### config.mk
export PLATFORM = sky130hd
export DESIGN_NAME = full_adder_core
export DESIGN_NICKNAME = d
export VERILOG_FILES = /design/src/rtl/full_adder_pkg.sv /design/src/rtl/full_adder_core_fa_cell.sv /design/src/rtl/full_adder_core.sv
export SDC_FILE = /design/constraint.sdc
export NUM_CORES = 1
export LEC_CHECK = 0
export BUFFER_PORTS_ARGS = -buffer_cell sky130_fd_sc_hd__clkbuf_2
export CORE_AREA = 2 2 39 41
export CTS_CLUSTER_SIZE = 30
export DETAILED_ROUTE_END_ITERATION = 10
export DIE_AREA = 0 0 41 43
export PLACE_DENSITY = 0.36
export SLEW_MARGIN = 0
export SYNTH_ARGS = -nofsm -noshare
export SYNTH_HDL_FRONTEND = slang
export SYNTH_SLANG_ARGS = --single-unit
### constraint.sdc
create_clock -name clk -period 0.9 [get_ports clk]
set_input_delay 0.09 -clock clk [delete_from_list [all_inputs] [get_ports clk]]
set_output_delay 0.09 -clock clk [all_outputs]
set_load 0.01 [all_outputs]
### src/rtl/full_adder_pkg.sv
// Shared constants for the registered ripple-carry adder.
package full_adder_pkg;
    localparam int FA_MAX_WIDTH     = 64;
    localparam int FA_DEFAULT_WIDTH = 1;
endpackage

### src/rtl/full_adder_core_fa_cell.sv
// One-bit combinational full adder, the repeated cell of the ripple chain.
module fa_cell (
    input  logic a,
    input  logic b,
    input  logic cin,
    output logic sum,
    output logic cout
);
    assign sum  = a ^ b ^ cin;
    assign cout = (a & b) | (cin & (a ^ b));
endmodule

### src/rtl/full_adder_core.sv
// Registered WIDTH-bit ripple-carry adder: {cout, sum} <= a + b + cin, one cycle latency.
// Define FULL_ADDER_OVF_EN to add the registered two's-complement overflow output ovf.
module full_adder_core
    import full_adder_pkg::*;
#(
    parameter int WIDTH = FA_DEFAULT_WIDTH
) (
    input  logic             clk,
    input  logic             rst_n,
    input  logic             in_valid,
    input  logic [WIDTH-1:0] a,
    input  logic [WIDTH-1:0] b,
    input  logic             cin,
    output logic             out_valid,
    output logic [WIDTH-1:0] sum,
    output logic             cout
`ifdef FULL_ADDER_OVF_EN
    ,
    output logic             ovf
`endif
);

    if (WIDTH < 1 || WIDTH > FA_MAX_WIDTH) begin : g_bad_width
        $error("full_adder_core: WIDTH out of range");
    end

    logic [WIDTH-1:0] chain_sum;
    logic             carry_out;
    logic             carry_msb_in;

    // Each stage owns its carry so the chain is a plain bit-to-bit ripple.
    for (genvar i = 0; i < WIDTH; i++) begin : g_bit
        logic ci;
        logic co;
        if (i == 0) begin : g_first
            assign ci = cin;
        end else begin : g_next
            assign ci = g_bit[i-1].co;
        end
        fa_cell u_cell (
            .a   (a[i]),
            .b   (b[i]),
            .cin (ci),
            .sum (chain_sum[i]),
            .cout(co)
        );
    end

    assign carry_out    = g_bit[WIDTH-1].co;
    assign carry_msb_in = g_bit[WIDTH-1].ci;

    always_ff @(posedge clk or negedge rst_n) begin
        if (!rst_n) begin
            out_valid <= 1'b0;
            sum       <= '0;
            cout      <= 1'b0;
        end else begin
            out_valid <= in_valid;
            if (in_valid) begin
                sum  <= chain_sum;
                cout <= carry_out;
            end
        end
    end

`ifdef FULL_ADDER_OVF_EN
    always_ff @(posedge clk or negedge rst_n) begin
        if (!rst_n) begin
            ovf <= 1'b0;
        end else if (in_valid) begin
            ovf <= carry_out ^ carry_msb_in;
        end
    end
`else
    logic unused_carry_msb_in;
    assign unused_carry_msb_in = carry_msb_in;
`endif

endmodule

; Word-level counts from Yosys, hierarchy flattened
; Cells that the tools add are included.
; W data, S select, Z words.
[totals]
out_inout_bits = 3
ff_bits = 3
inputBits = 6
[classes]
n_bitwise = 5
[op_table]
columns = cell, count
row1 = $and A1 B1 Y1, 2
row2 = $xor A1 B1 Y1, 2
row3 = $or A1 B1 Y1, 1

; Logic depth before layout (Yosys ltp)
[depth]
depth_word = 3
ltp_mapped = 2

; Hierarchy
; From an unflattened synthesis, not the netlist that was laid out.
[hier_totals]
cells_unflattened = 6
hier_area_um2 = 117.6
[modules_own_cells]
columns = module, seq_area_each_um2, area_per_inst_um2, n_inst, cells_each
row1 = full_adder_core, 75.1, 97.6, 1, 5
row2 = fa_cell, 0.0, 20.0, 1, 1

; Least setup slack after synthesis
; Ideal clock, no wire load.
[synth_timing]
path_kind = input to register
from = in a
to = reg sum
t_arrival_ps = 791
required_ps = 775
cell_stages = 2
path_slack_ps = -16
setup_ps = 125
cell_sequence = fa_1 -> mux2_2
[synth_between]
elab_chain_cells = 2
[synth_lines]
columns = item, line
row1 = "start, declared", full_adder_core.sv:11  ; input logic [WIDTH-1:0] a,
row2 = $xor A1 B1 Y1 (2 in a row), full_adder_core_fa_cell.sv:9  ; assign sum = a ^ b ^ cin;
row3 = "end signal, assigned", full_adder_core.sv:60  ; sum <= chain_sum;
row4 = "end, declared", full_adder_core.sv:15  ; output logic [WIDTH-1:0] sum,
; No other way between the ends.
; A chain may end at the register's enable or synchronous reset.

; Worst setup path after layout
[layout_timing]
from = in a
to = reg sum
[layout_between]
elab_chain_cells = 2
[layout_lines]
columns = item, line
row1 = $xor A1 B1 Y1 (2 in a row), full_adder_core_fa_cell.sv:9
row2 = via chain_sum, full_adder_core.sv:27  ; logic [WIDTH-1:0] chain_sum;
; The timed path passes the listed nets, and every way through them passes these cells.

==> run_results.csv <==
group,metric,value,unit
status,outcome,"finished, final reports clean",
timing,max_freq,1.19,GHz
power_and_ir_drop,p_int,0.357,mW
yosys,synth.area.top_cells,"dfrtp_1 (64%), mux2_2 (19%), fa_1 (17%)",
routing,wl_met2,113,µm
yosys,avgSynthCellArea,19.6,µm²
setup_path,end_kind,"register",
yosys,synth_fa_ha_area_frac,0.170,
routing,drt-total-wl,291,µm
final_layout,syn_to_final_growth,81.9,%
power_and_ir_drop,swShare,0.229,
floorplan,die_height,43,µm
routing,routedLengthMet1,121,µm
power_and_ir_drop,irDropWorstVdd,0.325,mV
final_layout,final_cell_mix,"clkbuf_2 (8), clkbuf_4 (3), dfrtp_1 (3)",
setup_path,rr_endpoint,"sum$_DFFE_PN0P_",
yosys,yosysTopAreaCell,"dfrtp_1",
timing,finalClockSkew,0,ns
floorplan,die_w,41,µm
timing,rsz0062_at_grt,"no",
setup_path,regToRegSetupSlack,0.14,ns
timing,setup_viol,0,
routing,drc,0,
timing,layout_min_cycle_time,0.841,ns
setup_path,crit_fanout,1,
clock_network,worst_skew_pair.late_latency,0.23,ns
clock_network,clkTransAtPathRegs,0.04,ns
timing,slew_viol_final,0,
final_layout,diodes,0,
grt,antenna_found_initial,0,
setup_path,required,1.01,ns
final_layout,final_common_cell,"clkbuf_2",
placement,portBuffers,8,
clock_network,h-tree-depth,1,
clock_network,cts_root_buf,"clkbuf_4",
min_path,hold_path_class,"in -> reg",
grt,grt_max_degree,4,
min_path,worstHoldStart,"in_valid",
clock_network,post_cts_buffers,0,
timing,hold_violations,0,
setup_path,worstReg2RegStart,"sum$_DFFE_PN0P_",
final_layout,drive_above_1_share,0.684,
clock_network,cts.path.max_buffers,2,
yosys,synth.area.mux_share,0.191,
routing,met3_length,52,µm
timing,whs,0.0130,ns
yosys,yosys_warnings,0,
routing,vias,102,
yosys,yosys.area_share.simple,0,
setup_path,slowest_stage,"fa_1",
placement,place.gp.congestion,0.567,
timing,relSlewSlack,0.941,
setup_path,cpPeakStageDelay,0.48,ns
floorplan,pin_count,9,
yosys,synth_compound_area_frac,0,
yosys,synth_area,118,µm²
grt,grt_use_total,0.0554,
power_and_ir_drop,power_switching,0.106,mW
timing,fin_crit_sh,0.934,
grt,grt-ovfl-total,0,
timing,worst_pin_slew,0.0880,ns
power_and_ir_drop,p_clk_frac,0.500,
power_and_ir_drop,leakagePower,0.103,nW
grt,grt_pass1_vias,120,
setup_path,start_kind,"input port",
min_path,min_to,"out_valid$_DFF_PN0_",
routing,drt_iter0_markers,0,
yosys,syn_inst,6,
floorplan,start_util,0.0850,
grt,grt_pass1_wl,503,µm
routing,post_drt_wl_per_cell,8.31,µm
routing,firstDrtPassIters,1,
flow_run,max_cap_viol_count,0,
min_path,min_path_cells,1,
power_and_ir_drop,p_comb_frac,0.150,
clock_network,numClockSinks,3,
final_layout,nNetsFinal,27,
floorplan,die_area,1760,µm²
power_and_ir_drop,powerDensity,2160,nW/µm²
setup_path,crit_chain,"clkbuf_2 -> fa_1 -> mux2_2",
yosys,synth_seq_cells,3,
setup_path,worst_ep_arrival_time,0.95,ns
yosys,synth_cell_types,3,
clock_network,cts_tree,"done",
power_and_ir_drop,seqPwrFrac,0.350,
yosys,synth_top_area_frac,0.638,
placement,dp_cells,30,
clock_network,cts_resized,0,
timing,finalSetupTns,0,ns
yosys,ys_seq_area_frac,0.638,
routing,top_layer,"met4",
routing,via_per_inst,2.91,
setup_path,rr_worst_depth,1,
final_layout,final_util,0.155,
power_and_ir_drop,total_power,0.462,mW
floorplan,core-area,1380,µm²
yosys,synth-xor-area-share,0,
final_layout,fin_cells,35,
yosys,syn_nets,13,
yosys,synth_top_family_by_area,"multiplexers",
floorplan,rows,14,
routing,final_antenna_net_count,0,
setup_path,path_class,"in -> reg",
clock_network,cts_buffers,3,
-- per-stage QoR --
step / area [µm²] / setup WS (ns)
finish: 214 / 0.0592
global route: 214 / 0.0308
CTS: 214 / 0.0581
detailed placement: 178 / -0.169
global placement: 178 / -0.125
floorplan: 118 / -0.0159
-- power groups by stage --
stage / combinational [mW] / clock (mW) / sequential [mW]
finish: 0.0693 / 0.231 / 0.162
global route: 0.0797 / 0.262 / 0.164
CTS: 0.0701 / 0.246 / 0.163
detailed placement: 0.0656 / 0 / 0.164
global placement: 0.0616 / 0 / 0.163
floorplan: 0.0177 / 0 / 0.170
-- flip-flops by register name, summed over array words and instances, names as in the netlist --
register	flops
sum	1
out_valid	1
cout	1
-- cells in the mapped netlist --
master,number
mux2_2,2
fa_1,1
dfrtp_1,3
-- worst max path at each step --
stage,cells past startpoint,startpoint,to
after floorplan,2,a,sum$_DFFE_PN0P_
after global placement,3,a,sum$_DFFE_PN0P_
after detailed placement,3,a,sum$_DFFE_PN0P_
after CTS,1,sum$_DFFE_PN0P_,sum
after global routing,1,sum$_DFFE_PN0P_,sum
final,3,a,sum$_DFFE_PN0P_
-- final cells by class --
| type | count | area [µm²] |
|---|---|---|
| fill | 164 | 1170 |
| clock buffer | 4 | 26.3 |
| sequential | 3 | 75.1 |
| tap | 16 | 20.0 |
| multi-input combinational | 3 | 42.5 |
| timing repair buffer | 9 | 50.0 |
-- critical path, delay by kind of cell --
kind | cells | cell delay (ns)
fa+ha+maj | 1 | 0.48
buf+inv | 1 | 0.09
mux | 1 | 0.28
-- what timing repair did --
item / 4_1_cts / 5_1_grt
endpoints found under the hold margin: 3 / 0
hold buffers: 1 / 0
setup endpoints to repair: 0 / 0
-- kinds of logic after synthesis --
kind of cell             after synthesis
multiplexers                           2
adder cells (fa/ha/maj)                1
flip-flops                             3
-- layer usage --
metal  vias up  track usage
li1         46            -
met1        45       0.0552
met2         9       0.0531
met3         2       0.0628
met4         0       0.0600
met5         -            0
Note: power is estimated with default switching activity, not from simulation.
